==> config.mk <==
export PLATFORM = sky130hd
export DESIGN_NAME = ppu_fetcher
export DESIGN_NICKNAME = d
export VERILOG_FILES = /design/src/rtl/ppu_pkg.sv /design/src/rtl/ppu_fetcher_bg_addr.sv /design/src/rtl/ppu_fetcher.sv
export SDC_FILE = /design/constraint.sdc
export NUM_CORES = 1
export LEC_CHECK = 0
export ABC_CLOCK_PERIOD_IN_PS = 3350
export CAP_MARGIN = 40
export CORE_ASPECT_RATIO = 1.75
export CORE_MARGIN = 2
export CORE_UTILIZATION = 46
export DETAILED_ROUTE_END_ITERATION = 8
export HOLD_SLACK_MARGIN = 0.12
export PLACE_DENSITY = 0.77
export SETUP_SLACK_MARGIN = 0.1
export SYNTH_ARGS = -nofsm -noshare
export SYNTH_HDL_FRONTEND = slang
export SYNTH_SLANG_ARGS = --single-unit
==> constraint.sdc <==
create_clock -name clock -period 3.35 [get_ports clock]
set_input_delay 0.8375 -clock clock [delete_from_list [all_inputs] [get_ports clock]]
set_output_delay 0.8375 -clock clock [all_outputs]
set_load 0.1 [all_outputs]
==> src/rtl/ppu_pkg.sv <==
// Shared types and constants for the PPU line fetcher: FSM states, VRAM bases
// and the OAM sprite hit test.
package ppu_pkg;

  typedef enum logic [2:0] {
    IDLE,
    OAM_SCAN,
    BG_MAP,
    BG_LO,
    BG_HI,
    BG_PUSH,
    DONE
  } ppu_state_e;

  localparam logic [12:0] MAP0_BASE        = 13'h1800;
  localparam logic [12:0] MAP1_BASE        = 13'h1C00;
  localparam logic [12:0] TILE_SIGNED_BASE = 13'h1000;
  localparam int          OAM_ENTRIES      = 40;

  // 9-bit compare so that Y values near 255 cannot wrap into a false hit.
  function automatic logic sprite_hit(input logic [7:0] ly, input logic [7:0] y,
                                      input logic tall);
    logic [8:0] ly16;
    logic [8:0] y_end;
    ly16  = {1'b0, ly} + 9'd16;
    y_end = {1'b0, y} + (tall ? 9'd16 : 9'd8);
    return (ly16 >= {1'b0, y}) && (ly16 < y_end);
  endfunction

endpackage

==> src/rtl/ppu_fetcher_bg_addr.sv <==
// Combinational background address generator: tile-map entry address and
// tile-data (low plane) address for the current line and tile column.
module ppu_bg_addr
  import ppu_pkg::*;
(
  input  logic [7:0]  ly,
  input  logic [7:0]  scx,
  input  logic [7:0]  scy,
  input  logic        lcdc_bg_map,
  input  logic        lcdc_tile_data,
  input  logic [4:0]  tile_col,
  input  logic [7:0]  tile_idx,
  output logic [12:0] map_addr,
  output logic [12:0] data_addr
);

  logic [7:0]  line_y;
  logic [4:0]  map_col;
  logic [12:0] tile_base;

  always_comb begin
    line_y   = ly + scy;
    map_col  = scx[7:3] + tile_col;
    map_addr = (lcdc_bg_map ? MAP1_BASE : MAP0_BASE) + {3'b000, line_y[7:3], map_col};
    // Signed mode: tile index is two's complement around 0x1000, wrapping in 13 bits.
    if (lcdc_tile_data) begin
      tile_base = {1'b0, tile_idx, 4'b0000};
    end else begin
      tile_base = TILE_SIGNED_BASE + {tile_idx[7], tile_idx, 4'b0000};
    end
    data_addr = tile_base + {9'b0, line_y[2:0], 1'b0};
  end

endmodule

==> src/rtl/ppu_fetcher.sv <==
// Per-scanline PPU fetcher: scans OAM for sprite hits, then fetches background
// tile rows and hands each one downstream over a valid/ready handshake.
module ppu_fetcher
  import ppu_pkg::*;
#(
  parameter int TILES_PER_LINE = 21,
  parameter int MAX_SPRITES    = 10
) (
  input  logic        clock,
  input  logic        reset,
  input  logic        line_start,
  input  logic [7:0]  ly,
  input  logic [7:0]  scx,
  input  logic [7:0]  scy,
  input  logic        lcdc_bg_map,
  input  logic        lcdc_tile_data,
  input  logic        lcdc_obj_size,
  output logic [12:0] ppu_addr,
  output logic        ppu_oam_read_en,
  output logic        ppu_vram_read_en,
  output logic        ppu_read_mode,
  input  logic [7:0]  ppu_data_in,
  output logic        spr_found,
  output logic [5:0]  spr_index,
  output logic [7:0]  spr_x,
  output logic [3:0]  spr_row,
  output logic [3:0]  sprite_count,
  output logic        row_valid,
  input  logic        row_ready,
  output logic [7:0]  row_lo,
  output logic [7:0]  row_hi,
  output logic [1:0]  mode,
  output ppu_state_e  dbg_state
);

  ppu_state_e  state_q, state_d;
  logic        phase_q, phase_d;
  logic [6:0]  scan_q, scan_d;
  logic [7:0]  tile_col_q, tile_col_d;
  logic [7:0]  tile_q, tile_d;
  logic [7:0]  y_q, y_d;
  logic [7:0]  row_lo_q, row_lo_d;
  logic [7:0]  row_hi_q, row_hi_d;
  logic        spr_found_q, spr_found_d;
  logic [5:0]  spr_index_q, spr_index_d;
  logic [7:0]  spr_x_q, spr_x_d;
  logic [3:0]  spr_row_q, spr_row_d;
  logic [3:0]  count_q, count_d;
  logic [12:0] map_addr, data_addr;
  logic [8:0]  row_diff;

  ppu_bg_addr u_bg_addr (
    .ly             (ly),
    .scx            (scx),
    .scy            (scy),
    .lcdc_bg_map    (lcdc_bg_map),
    .lcdc_tile_data (lcdc_tile_data),
    .tile_col       (tile_col_q[4:0]),
    .tile_idx       (tile_q),
    .map_addr       (map_addr),
    .data_addr      (data_addr)
  );

  always_ff @(posedge clock) begin
    if (reset) begin
      state_q     <= IDLE;
      phase_q     <= 1'b0;
      scan_q      <= '0;
      tile_col_q  <= '0;
      tile_q      <= '0;
      y_q         <= '0;
      row_lo_q    <= '0;
      row_hi_q    <= '0;
      spr_found_q <= 1'b0;
      spr_index_q <= '0;
      spr_x_q     <= '0;
      spr_row_q   <= '0;
      count_q     <= '0;
    end else begin
      state_q     <= state_d;
      phase_q     <= phase_d;
      scan_q      <= scan_d;
      tile_col_q  <= tile_col_d;
      tile_q      <= tile_d;
      y_q         <= y_d;
      row_lo_q    <= row_lo_d;
      row_hi_q    <= row_hi_d;
      spr_found_q <= spr_found_d;
      spr_index_q <= spr_index_d;
      spr_x_q     <= spr_x_d;
      spr_row_q   <= spr_row_d;
      count_q     <= count_d;
    end
  end

  // OAM data arrives one cycle after its address: odd scan cycles return Y,
  // even cycles (>0) return X of the entry whose Y was latched just before.
  always_comb begin
    state_d     = state_q;
    phase_d     = phase_q;
    scan_d      = scan_q;
    tile_col_d  = tile_col_q;
    tile_d      = tile_q;
    y_d         = y_q;
    row_lo_d    = row_lo_q;
    row_hi_d    = row_hi_q;
    spr_found_d = 1'b0;
    spr_index_d = spr_index_q;
    spr_x_d     = spr_x_q;
    spr_row_d   = spr_row_q;
    count_d     = count_q;
    row_diff    = ({1'b0, ly} + 9'd16) - {1'b0, y_q};

    case (state_q)
      OAM_SCAN: begin
        if (scan_q[0]) begin
          y_d = ppu_data_in;
        end else if (scan_q != 7'd0) begin
          if (sprite_hit(ly, y_q, lcdc_obj_size) && (count_q < 4'(MAX_SPRITES))) begin
            spr_found_d = 1'b1;
            spr_index_d = scan_q[6:1] - 6'd1;
            spr_x_d     = ppu_data_in;
            spr_row_d   = row_diff[3:0];
            count_d     = count_q + 4'd1;
          end
        end
        if (scan_q == 7'(2 * OAM_ENTRIES)) begin
          state_d    = BG_MAP;
          phase_d    = 1'b0;
          tile_col_d = '0;
        end else begin
          scan_d = scan_q + 7'd1;
        end
      end
      BG_MAP: begin
        phase_d = ~phase_q;
        if (phase_q) begin
          tile_d  = ppu_data_in;
          state_d = BG_LO;
        end
      end
      BG_LO: begin
        phase_d = ~phase_q;
        if (phase_q) begin
          row_lo_d = ppu_data_in;
          state_d  = BG_HI;
        end
      end
      BG_HI: begin
        phase_d = ~phase_q;
        if (phase_q) begin
          row_hi_d = ppu_data_in;
          state_d  = BG_PUSH;
        end
      end
      // row_valid is high for the whole of BG_PUSH with row_lo/row_hi stable;
      // a row transfers on any rising edge where row_valid and row_ready are both 1.
      BG_PUSH: begin
        if (row_ready) begin
          if (tile_col_q == 8'(TILES_PER_LINE - 1)) begin
            state_d = DONE;
          end else begin
            tile_col_d = tile_col_q + 8'd1;
            state_d    = BG_MAP;
          end
        end
      end
      default: ;
    endcase

    if (line_start) begin
      state_d     = OAM_SCAN;
      phase_d     = 1'b0;
      scan_d      = '0;
      tile_col_d  = '0;
      count_d     = '0;
      spr_found_d = 1'b0;
    end
  end

  always_comb begin
    ppu_addr         = '0;
    ppu_oam_read_en  = 1'b0;
    ppu_vram_read_en = 1'b0;
    ppu_read_mode    = 1'b0;
    mode             = 2'd0;
    case (state_q)
      OAM_SCAN: begin
        ppu_addr        = {5'b0, scan_q[6:1], 1'b0, scan_q[0]};
        ppu_oam_read_en = 1'b1;
        mode            = 2'd2;
      end
      BG_MAP, BG_LO, BG_HI, BG_PUSH: begin
        ppu_vram_read_en = 1'b1;
        ppu_read_mode    = 1'b1;
        mode             = 2'd3;
        if (state_q == BG_MAP) begin
          ppu_addr = map_addr;
        end else if (state_q == BG_LO) begin
          ppu_addr = data_addr;
        end else begin
          ppu_addr = data_addr + 13'd1;
        end
      end
      default: ;
    endcase
  end

  assign spr_found    = spr_found_q;
  assign spr_index    = spr_index_q;
  assign spr_x        = spr_x_q;
  assign spr_row      = spr_row_q;
  assign sprite_count = count_q;
  assign row_valid    = (state_q == BG_PUSH);
  assign row_lo       = row_lo_q;
  assign row_hi       = row_hi_q;
  assign dbg_state    = state_q;

endmodule

# Yosys cells after proc, flatten, opt, wreduce, memory -nomap -nowiden
# Index checks and enable logic that the tools add are counted.
# W data, S select, Z words.
[word_totals] ff_bits=74 latch_bits=0 mem_bits_rw=0 mem_bits_ro=0 inputBits=39 out_inout_bits=61 wordCells=98 memories=0
[op_classes] addsub=13 multipliers=0 n_div=0 magnitude_cmp=3 n_eq_ne=18 shift=0 n_mux=24 bitwise_logic=5 reduce_logical=21
[ops] operator="$mux W13" count=3
[ops] operator="$pmux W13 S2" count=1
[ops] operator="$mux W8" count=3
[ops] operator="$mux W3" count=6
[ops] operator="$pmux W8 S2" count=1
[ops] operator="$pmux W3 S5" count=1
[ops] operator="$add A13 B1 Y13 const B" count=1
[ops] operator="$add A13 B10 Y13" count=1
[ops] operator="$add A13 B13 Y13 const A" count=1
[ops] operator="$add A13 B4 Y13" count=1
[ops] operator="$ne A3 B3 Y1 const B" count=4
[ops] operator="$reduce_and A2 Y1" count=6
[ops] operator="$reduce_and A6 Y1" count=2
[ops] operator="$mux W11" count=1
[ops] operator="$ne A2 B2 Y1 const B" count=5
[ops] operator="$add A8 B5 Y9" count=1
[ops] operator="$add A8 B5 Y9 const B" count=1
[ops] operator="$ge A9 B8 Y1" count=1
[ops] operator="$lt A9 B9 Y1" count=1
[ops] operator="$add A8 B1 Y8 const B" count=1
[ops] operator="$add A8 B8 Y8" count=1
[ops] operator="$eq A8 B5 Y1 const B" count=1
[ops] operator="$reduce_and A4 Y1" count=2
[ops] operator="$add A7 B1 Y7 const B" count=1
[ops] operator="other kinds (25)" count=37

# Depth between registers and ports, before layout
[depth] word_depth=7 depth_mapped=14 ltp_nobuf=12

# Modules after synthesis
# A second synthesis with hierarchy kept.
[unflattened] cells_unflattened=620 hier_area_um2=4770.8
[modules_own_cells] module="ppu_fetcher" instances=1 cells_each=549 area_each_um2=4207.8 seq_area_each_um2=1481.4
[modules_own_cells] module="ppu_bg_addr" instances=1 cells_each=71 area_each_um2=563.0 seq_area_each_um2=0.0

# Least setup slack after synthesis
# No wires, ideal clock.
[synth_path] path_kind="register to output" startpoint="register state_q[2] (netlist: dbg_state[2])" endpoint="output ppu_addr[8]" t_arrival_ns=5.999 t_required_ns=2.513 setup_slack_ns=-3.487 stages_incl_launch_ff=8 path_cell_list="dfxtp_1 clkbuf_1 inv_1 ha_1 clkbuf_1 clkinv_1 nand3_1 o311ai_0"
[synth_via] elab_chain_cells=4 elab_cells_between_ends=9 cone_classes="5 x eq/ne; 3 x mux; 1 x reduce/logical"
[synth_rtl] element="start: declaration" line="ppu_fetcher.sv:36" text="ppu_state_e state_q, state_d;"
[synth_rtl] element="start signal: assignment" line="ppu_fetcher.sv:80" text="state_q <= state_d;"
[synth_rtl] element="$eq A3 B2 Y1" line="ppu_fetcher.sv:187, ppu_fetcher.sv:199"
[synth_rtl] element="$mux W13" line="ppu_fetcher.sv:199" text="end else if (state_q == BG_LO) begin"
[synth_rtl] element="$mux W13" line="ppu_fetcher.sv:197" text="if (state_q == BG_MAP) begin"
[synth_rtl] element="$pmux W13 S2 *" line="ppu_fetcher.sv:187" text="case (state_q)"
[synth_rtl] element="end: declaration" line="ppu_fetcher.sv:18" text="output logic [12:0] ppu_addr,"
# Every way passes the cells marked *; elsewhere a longest branch is shown, timed or not.

# Worst setup path in the final report
[layout_path] startpoint="input scy[0]" endpoint="output ppu_addr[8]"
[layout_via] elab_chain_cells=6 elab_cells_between_ends=7 cone_classes="4 x add/sub; 3 x mux"
[layout_rtl] element="start: declaration" line="ppu_fetcher.sv:14" text="input logic [7:0] scy,"
[layout_rtl] element="$add A8 B8 Y8 *" line="ppu_fetcher_bg_addr.sv:22" text="line_y = ly + scy;"
[layout_rtl] element="$add A13 B4 Y13" line="ppu_fetcher_bg_addr.sv:31" text="data_addr = tile_base + {9'b0, line_y[2:0], 1'b0};"
[layout_rtl] element="$add A13 B1 Y13" line="ppu_fetcher.sv:202" text="ppu_addr = data_addr + 13'd1;"
[layout_rtl] element="$mux W13" line="ppu_fetcher.sv:199"
[layout_rtl] element="$mux W13 *" line="ppu_fetcher.sv:197"
[layout_rtl] element="$pmux W13 S2 *" line="ppu_fetcher.sv:187"
# Marked as above.

==> results.md <==
* Slew at the pin closest to its max-slew limit at about 0.64 ns
* Total global routing track utilization at approximately 27%
* Horizontal extent of the die at approximately 79 um
* TritonCTS Sinks at 74
* Die height at around 130 um
* Proportion of netlist area held by the largest area contributor at about 33%
* Core occupancy in the finished layout at roughly 70%
* Routed via count at approximately 4700
* Placer Congestion at between 0.9 and 1
* Startpoint type of the worst setup path: primary input
* Slew Limit Fails at 0
* Unrepaired setup endpoints after global routing: yes
* Bufs on Longest Clock Path at 2
* Starting Density at between 40% and 50%
* Htree depth at 3
* First-pass iteration count of the detailed router at 4
* Drt initial violations at around 270
* Ordered cell list for the critical path: buf_8 > ha_4 > fa_2 > a21o_1 > a21oi_2 > buf_4 > o21ai_4 > o311ai_4 > buf_12
* Slowest cell delay on critical path at ~0.34 ns
* Cell type with the highest aggregate area in the netlist: sky130_fd_sc_hd__dfxtp_1
* Number of warnings printed during yosys synthesis at 0
* Number of buffers created by CTS at 9
* CTS tree: built
* Post-synth ARST share at 0%
* Routed wire length per instance at 17.6 um
* Clock latency at the later pin of the worst-skew pair at 0.34 ns
* Fin nets at 770
* PortBufs at 96
* Vias in the first global route at approximately 4800
* CTS Root Buffer Type: sky130_fd_sc_hd__clkbuf_16
* Category of the most critical setup path: in -> out
* Data required time of the critical path at between 2 and 3 ns
* Cell count after synthesis at 567
* Power density normalized to cell area at a little under 400 nW/um^2
* Avg Inst Size Synth at 7.92 sq um
* Run status: finished clean
* Peak fanout along the critical path at 2
* Total leakage power at around 2.5 nW
* Die area at 10600 sq um
* Arrival time of the worst setup path at about 2.5 ns
* Fraction of the cycle the final worst path needs at 99.3%
* CTS Hold Buffers Added at 0
* Antenna cells at 0
* Number of enable-type register cells in the synthesized netlist at 0
* Fraction of layout instances using a drive strength above 1 at between 20 and 30%
* Hold Path Class: reg -> reg
* Filler-free cell count of the finished design at a little over 800
* Number of antenna violations at the first check in global routing at 0
* Largest net degree at the start of global routing at 25
* Fraction of the yosys area taken by sequential cells at between 30% and 40%
* Crit end category: primary output
* Total overflow reported by the global router at 0
* Worst voltage drop across the vdd grid at approximately 0.36 mV
* Mapped Area at about 4500 sq um
* Wire length of the first global-routing pass at between 20 and 25 mm
* Worst setup slack after placement at -0.544 ns
* Netlist cell types at 53
* Post-Route WL at 14.4 mm
* Worst-case clock skew at 0.00682 ns
* Yosys reg bits at 74
* Max Clk Rate at about 300 MHz
* Most used cells in the layout excluding fill and tap cells: 91 x sky130_fd_sc_hd__nand2_1, 88 x sky130_fd_sc_hd__buf_4, 71 x sky130_fd_sc_hd__dfxtp_1, 55 x sky130_fd_sc_hd__a21oi_1, 33 x sky130_fd_sc_hd__nor2_1
* Post-route worst setup slack at approximately 0.022 ns
* Most frequently used flop master after synthesis: sky130_fd_sc_hd__dfxtp_1
* Post-CTS clock slew at the launch and capture registers of the worst setup and hold paths at ~0.06 ns
* Core area at 9470 sq um
* Number of hold violations in the final report at 0
* DRC viols at 0
* Final critical delay including setup and external delays at between 3 and 4 ns
* Normalized max-slew margin at around 57%
* Leading cell type in the layout, fill and taps excluded: sky130_fd_sc_hd__nand2_1
* Count of boundary I/O pins at 100
* Max_cap viols at 0
* Synthesized netlist net count at about 650
* Growth of design area from synthesis to finish at 47.9%
* Rows at 47
* Final-report setup violation count at 0
* Main area contributors after synthesis: sky130_fd_sc_hd__dfxtp_1 33%, sky130_fd_sc_hd__ha_1 10%, sky130_fd_sc_hd__nand2_1 7.7%, sky130_fd_sc_hd__a21oi_1 6.8%, sky130_fd_sc_hd__xnor2_1 4.7%
* Cells after DPL at 795
* Critical path's slowest cell: sky130_fd_sc_hd__fa_2
* Final ANT Viol Nets at 0
* Filler cell count in the final layout at approximately 700
* Placed wire-length estimate after detailed placement at around 10 mm
* Number of vias per cell after detailed routing at 5.80
-- timing repair --
item                       in CTS  in global routing
setup endpoints to repair      31                 29
buffers inserted                4                  1
pin swaps                      26                 25
cloned                          1                  1
resized for setup              73                 29
-- cell families after synthesis --
logic type	after synthesis	share of synthesized area [%]
compound gates	148	20.6
xor+xnor	33	6.44
fa+ha+maj	40	11.8
buf+inv	66	5.82
flops	74	33.0
mux	4	0.892
simple gates	202	21.4
-- worst max-delay path, delay by kind of cell --
family                   cells  cell delay (ns)
AO/OA/AOI/OAI                4             0.68
adder cells (fa/ha/maj)      2             0.49
buffers and inverters        3             0.46
-- report_power, final --
group          internal, mW  total, mW  switching [mW]
clock                 0.730       1.11           0.385
combinational         0.229      0.575           0.346
sequential            0.886      0.901          0.0142
-- layout make-up --
type | instances | area [sq um] | share of cell area [%]
Multi-Input combinational cell | 428 | 3140 | 47.3
Clock buffer | 10 | 229 | 3.45
Clock inverter | 6 | 113 | 1.70
Inverter | 32 | 133 | 2.00
Sequential cell | 74 | 1490 | 22.4
Tap cell | 122 | 153 | 2.30
Timing Repair Buffer | 146 | 1380 | 20.8
-- cell usage after synthesis (all sizes together), types with 4 or more instances --
| library cell | instances |
|---|---|
| nand2 | 92 |
| dfxtp | 74 |
| a21oi | 61 |
| ha | 36 |
| nor2 | 35 |
| inv | 31 |
| clkbuf | 27 |
| xnor2 | 24 |
| nand4 | 21 |
| o21ai | 19 |
| a211oi | 14 |
| nand3 | 14 |
| a31oi | 12 |
| o31ai | 12 |
| nor3 | 10 |
| xor2 | 9 |
| buf | 7 |
| a21o | 6 |
| and3 | 5 |
| nor3b | 5 |
| fa | 4 |
| mux2i | 4 |
-- routing by layer --
layer  vias up  global-route usage, %  share of wire [%]
li1       2263                      -                  -
met1      2231                   28.7                 37
met2       182                   49.2                 53
met3        66                   4.34                4.5
met4         0                   16.6                5.7
met5         -                      0                  0
-- sequential cells by signal, indices dropped and copies added (netlist names), 6 cells and up --
signal      flops
tile_col_q      8
spr_x           8
spr_index       6
row_hi          8
scan_q          7
row_lo          8
tile_q          8
y_q             8
-- worst paths after layout --
check / start / to / slack (ns) / depth (start not counted)
setup / recovery: scy[0] / ppu_addr[8] / 0.02 / 9
hold / removal: row_hi[2]$_SDFFE_PP0P_ / row_hi[2]$_SDFFE_PP0P_ / 0.46 / 2
setup reg to reg: y_q[3]$_SDFFE_PP0P_ / sprite_count[2]$_SDFFE_PP0P_ / 0.44 / 11
hold reg to reg: row_hi[2]$_SDFFE_PP0P_ / row_hi[2]$_SDFFE_PP0P_ / 0.46 / 2
-- per-stage QoR --
stage	cell area [sq um]	power (mW)	hold WS, ns	TNS (ns)
2_1_floorplan	4680	1.23	0.432	-0.117
3_3_place_gp	6040	1.43	0.443	-11.79
3_5_place_dp	6050	1.43	0.453	-13.52
4_1_cts	6580	2.58	0.462	-0.0343
5_1_grt	6640	2.67	0.472	-0.0151
6_report	6640	2.59	0.460	0
(Power assumes the default switching activity.)
==> patch 1, RTL diff (same flow settings) <==
Take the reset off `y_q` and load it in a clocked block of its own.
--- a/src/rtl/ppu_fetcher.sv
+++ b/src/rtl/ppu_fetcher.sv
@@ -68,7 +68,6 @@
       scan_q      <= '0;
       tile_col_q  <= '0;
       tile_q      <= '0;
-      y_q         <= '0;
       row_lo_q    <= '0;
       row_hi_q    <= '0;
       spr_found_q <= 1'b0;
@@ -82,7 +81,6 @@
       scan_q      <= scan_d;
       tile_col_q  <= tile_col_d;
       tile_q      <= tile_d;
-      y_q         <= y_d;
       row_lo_q    <= row_lo_d;
       row_hi_q    <= row_hi_d;
       spr_found_q <= spr_found_d;
@@ -91,6 +89,10 @@
       spr_row_q   <= spr_row_d;
       count_q     <= count_d;
     end
+  end
+
+  always_ff @(posedge clock) begin
+    y_q <= y_d;
   end
 
   // OAM data arrives one cycle after its address: odd scan cycles return Y,
Formal check against the unedited RTL: same outputs for any inputs over 10 cycles, from zero or initial values and one cycle with reset high; that may be too few to reach the edited logic, so the function may still have changed.
==> patch 1 against the original RTL <==
- the run now ends with negative setup slack left
- area after synthesis fell by 3.1%
- worst setup slack got worse by 0.27 ns
- power fell by 11%
- clock power fell by 20%
- sequential cell count did not move
- routed wire length fell by 4.3%
- design area fell by 2.6%
- clock skew rose by 0.00066 ns
- critical path type unchanged
==> patch 1: results (changes against the original RTL) <==
- Status: complete, but fails checks
- Failing checks: negative setup slack
- Mapped Nets: 597 (-7.6%)
- Largest net degree at the start of global routing: 34 (+36%)
- Share of layout cells above drive strength 1: 0.322 (+0.0377)
- Tightest hold margin: 0.460 ns (-0.000168 ns)
- Leakage: 2.61 nW (+3.6%)
- Crit path launch: ly[0]
- Worst Hold End: row_lo[1]
- Worst Setup Slack, final: -0.250 ns (-0.272 ns)
- Post-Place Cell Area: 5770 µm² (-4.5%)
- Crit path max-delay family: simple AND/OR/NAND/NOR gates
- Max stage delay on crit path: 0.50 ns (+0.16 ns)
- Reg-to-Reg Start: y_q[3]
- Largest cells by area after synthesis: dfxtp_1, ha_1, a21oi_1
- Max VDD drop: 0.294 mV (-19%)
- Metal2 WL: 7580 µm (-0.43%)
- Int Pwr: 1.61 mW (-13%)
- Setup_tns: -0.676 ns (-0.676 ns)
- Synth top cells by count: dfxtp_1, nand2_1, a21oi_1
- Vias in the first global route: 4276 (-11%)
- Worst EP arrival: 2.76 ns (+0.27 ns)
- Final #Nets: 729 (-5.3%)
- Length in cells of the worst reg-to-reg path: 13 (+2)
- Routability cong.: 0.951 (-4.9%)
- Post-synth cell types: 57 (+7.5%)
- Met3 routed WL: 748 µm (+15%)
- Setup WS pre-CTS: -0.790 ns (-0.246 ns)
- Mapped Cells: 518 (-8.6%)
- Final setup viols: 6 (+6)
- Reg-to-reg slack, setup: 0.35 ns (-0.09 ns)
patch 1: changes by cell type after synthesis, sizes merged, moves of 6 or more:
| cell | change |
|---|---|
| nand2 | -28 |
| dfxtp | -8 |
| a31oi | -9 |
| nand4 | -17 |
| o31ai | -11 |
| nor2 | +13 |
| clkbuf | -7 |
| xor2 | +6 |
| o21ai | +11 |
| edfxtp | +8 |
patch 1: kinds of logic (layout without fill, tap and decap cells):
family          count (synthesis)  count (layout)  synth area share
simple gates                  174             174             0.190
compound gates                131             131             0.178
flops                          74              74             0.359
buf+inv                        56             193            0.0622
fa+ha+maj                      40              40             0.122
xor+xnor                       34              34            0.0685
mux                             9               9            0.0207
patch 1: cell type report:
cell class | instances | area, µm²
Multi-Input combinational cell | 388 | 2940
Fill cell | 746 | 2880
Sequential cell | 74 | 1570
Timing Repair Buffer | 149 | 1430
Clock buffer | 10 | 229
Tap cell | 122 | 153
Inverter | 28 | 116
Clock inverter | 6 | 42.5
==> patch 2, RTL diff (config.mk and constraints unchanged) <==
Without the edit above. `MAX_SPRITES`: 10 -> 5.
--- a/src/rtl/ppu_fetcher.sv
+++ b/src/rtl/ppu_fetcher.sv
@@ -4,7 +4,7 @@
   import ppu_pkg::*;
 #(
   parameter int TILES_PER_LINE = 21,
-  parameter int MAX_SPRITES    = 10
+  parameter int MAX_SPRITES    = 5
 ) (
   input  logic        clock,
   input  logic        reset,
Check against the original RTL: no difference found for any inputs over 10 cycles, from zero or initial values and one cycle with reset high; that may be too few to reach the edited logic, so the function may still have changed.
==> patch 2 against the original RTL <==
- the flow now finishes with violations (negative setup slack)
- power is 12% lower
- area after synthesis is 3.3% lower
- routed wire length is 5.0% lower
- design area is 2.4% lower
- critical path depth is 1 higher
- clock skew is 0.0015 ns lower
- non-clock buffer count is 1 higher
- first-iteration DRC count is 2.6% lower
- worst setup slack worse by 0.044 ns
- clock power is 17% lower
- sequential cell count stayed put
- synthesized cell count is 7.2% lower
- critical path type unchanged
- largest power group unchanged
==> patch 2: results (changes against the original RTL) <==
- Failing checks: negative setup slack
- Metal2 WL: 7470 µm (-1.9%)
- Post-CTS sizing: 89 (+22%)
- Initial antenna violation count: 1 (+1)
- First-pass GRT wire length: 21400 µm (-5.5%)
- Sequential cell area share: 0.230 (+0.00520)
- Largest cells by area after synthesis: dfxtp_1, ha_1, nand2_1
- Non-clk bufs: 147 (+0.68%)
- Routability cong.: 0.906 (-9.4%)
- Post-route cell area: 6480 µm² (-2.4%)
- Setup Buffers After CTS: 10 (+6)
- Setup_tns: -0.0223 ns (-0.0223 ns)
- Share of layout cells above drive strength 1: 0.313 (+0.0288)
- Multi-input comb cells: 397 (-7.2%)
- GR Util met1: 0.267 (-0.0198)
- CP max stage cell: fa_2
- Clk_skew: 0.00536 ns (-0.00146 ns)
- Worst EP arrival: 2.53 ns (+0.04 ns)
- DR WL/cell: 17.4 µm (-1.0%)
- Layout clock area frac: 0.0440 (-0.00741)
- Synth Area in Adders: 0.125 (+0.00690)
- Post-Place Cell Area: 5790 µm² (-4.2%)
- Global Route Usage Sum: 0.263 (-0.00791)
- Post-DP HPWL: 9560 µm (-8.5%)
- Post-Synth XOR/XNOR Area: 0.0706 (+0.00622)
- Final #Nets: 740 (-3.9%)
- Rel. slew slack: 0.559 (-0.0108)
- Main combinational cell family by area after synthesis: simple AND/OR/NAND/NOR gates
- Mux contribution to synthesized area: 0.0602 (+0.0513)
- Met1 WL: 4930 µm (-7.2%)
- Mapped Nets: 606 (-6.2%)
- Sequential-to-total area share from yosys stat: 0.341 (+0.0112)
- Diode count: 1 (+1)
- Final setup viols: 1 (+1)
- Max VDD drop: 0.326 mV (-10%)
- Initial DRC count: 266 (-2.6%)
- Setup WS pre-CTS: -0.583 ns (-0.0386 ns)
- Non-clock inverter total of the final layout: 31 (-3.1%)
- Worst Setup Slack, final: -0.0223 ns (-0.0442 ns)
- Multi-input gate area: 2930 µm² (-6.7%)
- Number of buffers created by CTS: 9 (unchanged)
- Vias in the first global route: 4452 (-7.0%)
- Met2 Use GR: 0.497 (+0.00422)
- Status: complete, but fails checks
- Largest net degree at the start of global routing: 52 (+110%)
- Clk slew on worst S/H paths: 0.06 ns (about the same)
- Synth top cells by count: nand2_1, dfxtp_1, nor2_1
- Met3 routed WL: 678 µm (+4.5%)
- TritonRoute pass-1 iters: 5 (+1)
- Post-synthesis compound-gate area fraction: 0.156 (-0.0498)
- Total number of vias: 4346 (-8.4%)
- FILL cells: 663 (-5.4%)
- Leakage: 2.52 nW (about the same)
[patch 2: changes by cell type after synthesis, sizes merged, moves of 9 or more]
cell	change
nor2	+36
nand4	-14
a21oi	-15
mux2i	+21
o31ai	-12
clkbuf	-9
nand2	-12
a31oi	-10
[patch 2: path summary, 6_finish.rpt]
| path | from | endpoint | slack, ns | depth (start not counted) |
|---|---|---|---|---|
| setup / recovery | ly[0] | ppu_addr[8] | -0.02 | 10 |
| hold / removal | y_q[2] | y_q[2] | 0.46 | 2 |
| setup reg to reg | y_q[3] | spr_index[5] | 0.43 | 14 |
| hold reg to reg | y_q[2] | y_q[2] | 0.46 | 2 |
[patch 2: metrics by stage]
stage / utilization / cells
2_1_floorplan: - / 526
3_3_place_gp: 0.632 / 753
3_5_place_dp: 0.633 / 755
4_1_cts: 0.701 / 783
5_1_grt: 0.708 / 785
6_report: 0.708 / 785
[patch 2: power by group]
part           internal [mW]  switching (mW)  total, mW
sequential             0.886          0.0114      0.897
combinational          0.193           0.256      0.449
clock                  0.571           0.355      0.926
